==> config.mk <==
export PLATFORM = sky130hd
export DESIGN_NAME = alu32_serial_addsub_flat
export DESIGN_NICKNAME = d
export VERILOG_FILES = /design/src/rtl/alu32_serial_addsub_pkg.sv /design/src/rtl/alu32_serial_addsub_if.sv /design/src/rtl/alu32_serial_addsub_cla4_slice.sv /design/src/rtl/alu32_serial_addsub.sv /design/src/flat_wrapper.sv
export SDC_FILE = /design/constraint.sdc
export NUM_CORES = 1
export LEC_CHECK = 0
export CAP_MARGIN = 20
export CORE_ASPECT_RATIO = 1.1
export CORE_UTILIZATION = 25
export CTS_CLUSTER_DIAMETER = 150
export DETAILED_ROUTE_END_ITERATION = 10
export PLACE_DENSITY = 0.44
export SYNTH_ARGS = -nofsm -noshare
export SYNTH_HDL_FRONTEND = slang
export SYNTH_HIERARCHICAL = 1
export SYNTH_SLANG_ARGS = --single-unit
==> constraint.sdc <==
create_clock -name clk -period 11.1 [get_ports clk]
set_input_delay 2.22 -clock clk [delete_from_list [all_inputs] [get_ports clk]]
set_output_delay 2.22 -clock clk [all_outputs]
set_load 0.05 [all_outputs]
==> src/rtl/alu32_serial_addsub_pkg.sv <==
// Shared constants and FSM state encoding for the nibble-serial add/sub unit.
package alu32_serial_addsub_pkg;

    localparam int unsigned NIBBLE_W    = 4;
    localparam int unsigned NIBBLES_DEF = 8;

    typedef enum logic [1:0] {
        IDLE = 2'd0,
        RUN  = 2'd1,
        DONE = 2'd2
    } state_e;

endpackage

==> src/rtl/alu32_serial_addsub_if.sv <==
// Request/response bundle between a requester (master) and the serial adder (slave).
interface alu32_serial_addsub_if
    import alu32_serial_addsub_pkg::*;
#(
    parameter int unsigned NIBBLES = NIBBLES_DEF
);
    localparam int unsigned DATA_W = NIBBLE_W * NIBBLES;

    logic              start;
    logic              op_sub;
    logic [DATA_W-1:0] a;
    logic [DATA_W-1:0] b;
    logic              busy;
    logic              done;
    logic [DATA_W-1:0] result;
    logic              c;
    logic              n;
    logic              z;
    logic              v;

    modport master (
        output start, op_sub, a, b,
        input  busy, done, result, c, n, z, v
    );

    modport slave (
        input  start, op_sub, a, b,
        output busy, done, result, c, n, z, v
    );

endinterface

==> src/rtl/alu32_serial_addsub_cla4_slice.sv <==
// 4-bit carry-lookahead adder slice; purely combinational, reused every RUN cycle.
module cla4_slice (
    input  logic [3:0] a,
    input  logic [3:0] b,
    input  logic       ci,
    output logic [3:0] s,
    output logic       c3,
    output logic       c4
);
    logic [3:0] w_g;
    logic [3:0] w_p;
    logic [4:0] w_c;

    assign w_g = a & b;
    assign w_p = a | b;

    // Lookahead carries, each expressed directly from g/p and the slice carry-in.
    assign w_c[0] = ci;
    assign w_c[1] = w_g[0] | (w_p[0] & ci);
    assign w_c[2] = w_g[1] | (w_p[1] & w_g[0]) | (w_p[1] & w_p[0] & ci);
    assign w_c[3] = w_g[2] | (w_p[2] & w_g[1]) | (w_p[2] & w_p[1] & w_g[0])
                  | (w_p[2] & w_p[1] & w_p[0] & ci);
    assign w_c[4] = w_g[3] | (w_p[3] & w_g[2]) | (w_p[3] & w_p[2] & w_g[1])
                  | (w_p[3] & w_p[2] & w_p[1] & w_g[0])
                  | (w_p[3] & w_p[2] & w_p[1] & w_p[0] & ci);

    assign s  = a ^ b ^ w_c[3:0];
    assign c3 = w_c[3];
    assign c4 = w_c[4];

endmodule

==> src/rtl/alu32_serial_addsub.sv <==
// Nibble-serial 32-bit adder/subtractor: one 4-bit CLA slice per cycle, NZCV flags on completion.
module alu32_serial_addsub
    import alu32_serial_addsub_pkg::*;
#(
    parameter int unsigned NIBBLES = NIBBLES_DEF
) (
    input  logic                  clk,
    input  logic                  reset_n,
    alu32_serial_addsub_if.slave  bus
);
    localparam int unsigned DATA_W = NIBBLE_W * NIBBLES;
    localparam int unsigned CNT_W  = (NIBBLES > 1) ? $clog2(NIBBLES) : 1;
    localparam int unsigned IDX_W  = CNT_W + 2;
    localparam logic [CNT_W-1:0] LAST_CNT = CNT_W'(NIBBLES - 1);

    state_e              r_state;
    state_e              w_state_nxt;
    logic [DATA_W-1:0]   r_a;
    logic [DATA_W-1:0]   r_b;
    logic                r_carry;
    logic [CNT_W-1:0]    r_cnt;
    logic [DATA_W-1:0]   r_result;
    logic                r_c;
    logic                r_n;
    logic                r_z;
    logic                r_v;

    logic                w_accept;
    logic                w_last;
    logic [IDX_W-1:0]    w_idx;
    logic [3:0]          w_sum;
    logic                w_c3;
    logic                w_c4;
    logic [DATA_W-1:0]   w_result_nxt;

    // Start is only honoured when no operation is in flight.
    assign w_accept = bus.start && (r_state != RUN);
    assign w_last   = (r_state == RUN) && (r_cnt == LAST_CNT);
    assign w_idx    = {r_cnt, 2'b00};

    cla4_slice u_slice (
        .a  (r_a[w_idx +: NIBBLE_W]),
        .b  (r_b[w_idx +: NIBBLE_W]),
        .ci (r_carry),
        .s  (w_sum),
        .c3 (w_c3),
        .c4 (w_c4)
    );

    // Result with the current nibble merged in; also feeds the final N/Z flags.
    always_comb begin
        w_result_nxt = r_result;
        if (r_state == RUN) begin
            w_result_nxt[w_idx +: NIBBLE_W] = w_sum;
        end
    end

    // State register.
    always_ff @(posedge clk or negedge reset_n) begin
        if (!reset_n) begin
            r_state <= IDLE;
        end else begin
            r_state <= w_state_nxt;
        end
    end

    // Next-state logic; DONE falls straight back into RUN on a back-to-back start.
    always_comb begin
        w_state_nxt = r_state;
        case (r_state)
            IDLE:    if (w_accept) w_state_nxt = RUN;
            RUN:     if (w_last)   w_state_nxt = DONE;
            DONE:    w_state_nxt = w_accept ? RUN : IDLE;
            default: w_state_nxt = IDLE;
        endcase
    end

    // Operand capture, per-nibble accumulation and flag capture on the last nibble.
    always_ff @(posedge clk or negedge reset_n) begin
        if (!reset_n) begin
            r_a      <= '0;
            r_b      <= '0;
            r_carry  <= 1'b0;
            r_cnt    <= '0;
            r_result <= '0;
            r_c      <= 1'b0;
            r_n      <= 1'b0;
            r_z      <= 1'b1;
            r_v      <= 1'b0;
        end else if (w_accept) begin
            r_a     <= bus.a;
            r_b     <= bus.b ^ {DATA_W{bus.op_sub}};
            r_carry <= bus.op_sub;
            r_cnt   <= '0;
        end else if (r_state == RUN) begin
            r_result <= w_result_nxt;
            r_carry  <= w_c4;
            r_cnt    <= w_last ? '0 : r_cnt + CNT_W'(1);
            if (w_last) begin
                r_c <= w_c4;
                r_v <= w_c3 ^ w_c4;
                r_n <= w_result_nxt[DATA_W-1];
                r_z <= (w_result_nxt == '0);
            end
        end
    end

    assign bus.busy   = (r_state == RUN);
    assign bus.done   = (r_state == DONE);
    assign bus.result = r_result;
    assign bus.c      = r_c;
    assign bus.n      = r_n;
    assign bus.z      = r_z;
    assign bus.v      = r_v;

endmodule

==> src/flat_wrapper.sv <==
// flat-port wrapper written by rule: the top's interface ports become plain ports
module alu32_serial_addsub_flat import alu32_serial_addsub_pkg::*;
#(
    parameter int unsigned NIBBLES = NIBBLES_DEF
)
  (clk, reset_n, bus_start, bus_op_sub, bus_a, bus_b, bus_busy, bus_done, bus_result, bus_c, bus_n, bus_z, bus_v);
  alu32_serial_addsub_if #(.NIBBLES(NIBBLES)) bus_i ();
  input  logic clk;
  input  logic reset_n;
  input wire logic [$bits(bus_i.start)-1:0] bus_start;
  input wire logic [$bits(bus_i.op_sub)-1:0] bus_op_sub;
  input wire logic [$bits(bus_i.a)-1:0] bus_a;
  input wire logic [$bits(bus_i.b)-1:0] bus_b;
  output wire logic [$bits(bus_i.busy)-1:0] bus_busy;
  output wire logic [$bits(bus_i.done)-1:0] bus_done;
  output wire logic [$bits(bus_i.result)-1:0] bus_result;
  output wire logic [$bits(bus_i.c)-1:0] bus_c;
  output wire logic [$bits(bus_i.n)-1:0] bus_n;
  output wire logic [$bits(bus_i.z)-1:0] bus_z;
  output wire logic [$bits(bus_i.v)-1:0] bus_v;
  assign bus_i.start = bus_start;
  assign bus_i.op_sub = bus_op_sub;
  assign bus_i.a = bus_a;
  assign bus_i.b = bus_b;
  assign bus_busy = bus_i.busy;
  assign bus_done = bus_i.done;
  assign bus_result = bus_i.result;
  assign bus_c = bus_i.c;
  assign bus_n = bus_i.n;
  assign bus_z = bus_i.z;
  assign bus_v = bus_i.v;
  alu32_serial_addsub #(.NIBBLES(NIBBLES)) u_core (.clk(clk), .reset_n(reset_n), .bus(bus_i));
endmodule
==> results.py <==
metrics = {
    "yosys": {
        "synthTopCellsByCount": "dfrtp_1, nand2_1, mux2_2",
        "yosysMostFrequentCell": "dfrtp_1",
        "synth.top_cell.area_share_pct": 47.20,
        "synthArstFlopShare_pct": 100.0,
        "syn_nets": 579,
        "syn-mean-instance-area_um2": 11.29,
        "synthesis.area_mm2": 0.005567,
        "synth_cell_types": 55,
        "postSynthCellCount": 493,
        "synth_area_leaders": "dfrtp_1, mux2_2, mux4_2",
        "yosysWarningCount": 6,
        "synth_top_area_cell": "dfrtp_1",
        "ys_seq_elements": 106,
        "ys.flop_type": "dfrtp_1",
        "ys_seq_area_share_pct": 47.67,
        "synth_edf_count": 0,
    },
    "hold_path": {
        "hold_class": "flop to flop",
    },
    "drt": {
        "wl_per_cell_um": 15.76,
        "drtIter0Drc": 202,
        "ant_nets": 0,
        "via_count": 3912,
        "wirelength_um": 13880,
        "first_pass_iters": 6,
        "vias_per_cell": 4.440,
        "drc": 0,
    },
    "placed_design": {
        "place_hpwl_um": 10450,
        "gp_congestion": 0.8003,
        "portBuffers": 105,
    },
    "setup_path": {
        "critical_path_class": "flop to primary output",
        "cp.arrival_ns": 2.26,
        "slowest_stage": "clkdlybuf4s50_1",
        "cp_cell_sequence": "nand2b_1, clkinv_1, clkdlybuf4s50_1",
        "rrSetupSlack_ns": 7.02,
        "slowest_delay_ns": 0.81,
        "critPathLaunchType": "flop",
        "crit_fanout": 9,
        "endpoint_kind": "primary output",
        "required_ns": 8.88,
    },
    "clocking": {
        "cts_tree": "done",
        "clkLatencyLatePin_ns": 0.36,
        "root_buffer": "clkbuf_16",
        "cts_htree_levels": 3,
        "post-cts-setup-buffers": 0,
        "clk_pin_slew_worst_paths_ns": 0.08,
        "cts_buffer_depth": 2,
        "cts_resized": 0,
        "numClockSinks": 106,
        "hold_buffers": 0,
        "cts_buffers": 9,
    },
    "floorplan": {
        "dieHeight_um": 158.5,
        "rows": 56,
        "dieArea_mm2": 0.02287,
        "initial_utilization_pct": 25.79,
        "core_area_mm2": 0.02158,
        "ios": 106,
        "fp.dieW_um": 144.3,
    },
    "pwr": {
        "p_per_area_mw_per_mm2": 335.1,
        "p_leak_uw": 0.002989,
        "peakVddDrop_mv": 0.1754,
        "p_total_uw": 2405,
    },
    "cells_and_area": {
        "n_antenna_cell": 0,
        "fill_cells": 2269,
        "final_layout_size_suffix_gt1_share_pct": 18.10,
        "nets": 672,
        "area_growth_pct": 28.95,
    },
    "grt": {
        "first_global_vias": 4201,
        "antenna_found_initial": 0,
        "grt_usage_pct": 13.03,
        "gr-total-overflow": 0,
        "grt_max_degree": 97,
        "grt_pass1_wl_um": 22610,
    },
    "sta": {
        "post-route-period-util_pct": 40.38,
        "finClkSkew_ns": 0.01021,
        "timing_hold_violations_final": 0,
        "fin_crit_ns": 4.482,
        "setup_violations": 0,
        "fin_setup_tns_ns": 0,
        "max_slew_margin_pct": 37.39,
        "worst_slew_pin_slew_ns": 0.9391,
        "grt_setup_unrepaired": "no",
        "maxSlewViolCount": 0,
        "fmax_ghz": 0.2231,
    },
    "status": {
        "status": "completed",
    },
    "flow_run": {
        "drv_cap": 0,
    },
}
-- path summary, 6_finish.rpt --
| path | startpoint | to | cells after the start |
|---|---|---|---|
| worst max-delay path | u_core/r_state[1] | bus_busy | 3 |
| min in group asynchronous | reset_n | u_core/bus.result[24] | 1 |
| max in group asynchronous | reset_n | u_core/r_b[22] | 2 |
| worst min register to register | u_core/r_b[20] | u_core/r_b[20] | 2 |
| worst min-delay path | u_core/r_b[20] | u_core/r_b[20] | 2 |
| worst max register to register | u_core/r_cnt[0] | u_core/bus.z | 14 |
-- cells by family after synthesis --
logic type / synth area share [%]
simple gates: 12.59
flops: 47.67
compound gates: 8.294
mux: 18.09
buf+inv: 3.664
xor+xnor: 5.507
fa+ha+maj: 4.181
-- stage by stage --
stage                     instance area [µm²]  hold slack [ns]  instances  utilization, %  worst slack (ns)
after floorplan                          5567           0.4446        493               -             7.304
after global routing                     7178           0.5105        881           33.26             6.454
after CTS                                7178           0.4834        881           33.26             6.576
final                                    7178           0.4804        881           33.26             6.618
after global placement                   6900           0.4590        865           31.97             6.983
after detailed placement                 6900           0.4666        865           31.97             6.979
-- metal layers --
metal / up-vias / wire length, µm / global-route usage, % / part of all wire, %
met1: 1886 / 6414 / 16.76 / 46
li1: 1913 / - / - / -
met5: - / 0 / 0 / 0
met3: 11 / 583 / 2.767 / 4.2
met2: 102 / 6746 / 21.99 / 49
met4: 0 / 138 / 3.609 / 0.99
-- registers in the layout, indices dropped and copies added, names as in the netlist --
name               flops
u_core/r_carry         1
u_core/bus.z           1
u_core/r_a            32
u_core/bus.result     32
u_core/bus.n           1
u_core/r_state         2
u_core/r_cnt           3
u_core/r_b            32
u_core/bus.v           1
u_core/bus.c           1
-- layout by cell type, fill, tap and decap left out, types with 2 or more instances in the layout --
| cell type | count |
|---|---|
| buf_4 | 7 |
| o2111ai_1 | 4 |
| dfrtp_1 | 105 |
| or4_1 | 2 |
| mux2_4 | 2 |
| and2_1 | 8 |
| clkdlybuf4s50_1 | 103 |
| nor4b_1 | 2 |
| mux2i_1 | 2 |
| clkbuf_16 | 9 |
| mux4_2 | 16 |
| o21ai_0 | 47 |
| ha_1 | 17 |
| nor2b_1 | 2 |
| nand3b_1 | 3 |
| nand3_1 | 2 |
| nor3b_1 | 3 |
| o31ai_1 | 8 |
| clkinv_2 | 2 |
| nor3_1 | 5 |
| a21oi_1 | 5 |
| nand2b_1 | 5 |
| xnor2_1 | 35 |
| inv_1 | 19 |
| and4b_1 | 4 |
| nand2_1 | 76 |
| nor4_1 | 4 |
| mux2_2 | 53 |
| o31ai_2 | 2 |
| nor2_1 | 6 |
| clkinvlp_4 | 3 |
| clkinv_1 | 2 |
-- critical path, delay by kind of cell, from the launching register on --
kind	cells	cell delay, ns
buffers and inverters	2	1.10
DFF	1	0.47
and+or+nand+nor	1	0.33
-- area by class of cell --
| class | count | area, µm² | area share (%) |
|---|---|---|---|
| multi-input combinational | 337 | 2716 | 37.84 |
| tap | 290 | 362.8 | 5.055 |
| inverter | 21 | 78.83 | 1.098 |
| clock buffer | 9 | 225.2 | 3.138 |
| clock inverter | 7 | 52.55 | 0.7321 |
| timing repair buffer | 111 | 1089 | 15.16 |
| sequential | 106 | 2654 | 36.97 |
-- report_power, final --
group | total [µW] | leakage [µW] | switching [µW] | internal [µW]
Clock | 307 | 0.000130 | 153 | 154
Sequential | 682 | 0.00133 | 120 | 562
Combinational | 1420 | 0.00153 | 826 | 590
Note: power is estimated with default switching activity, not from simulation.
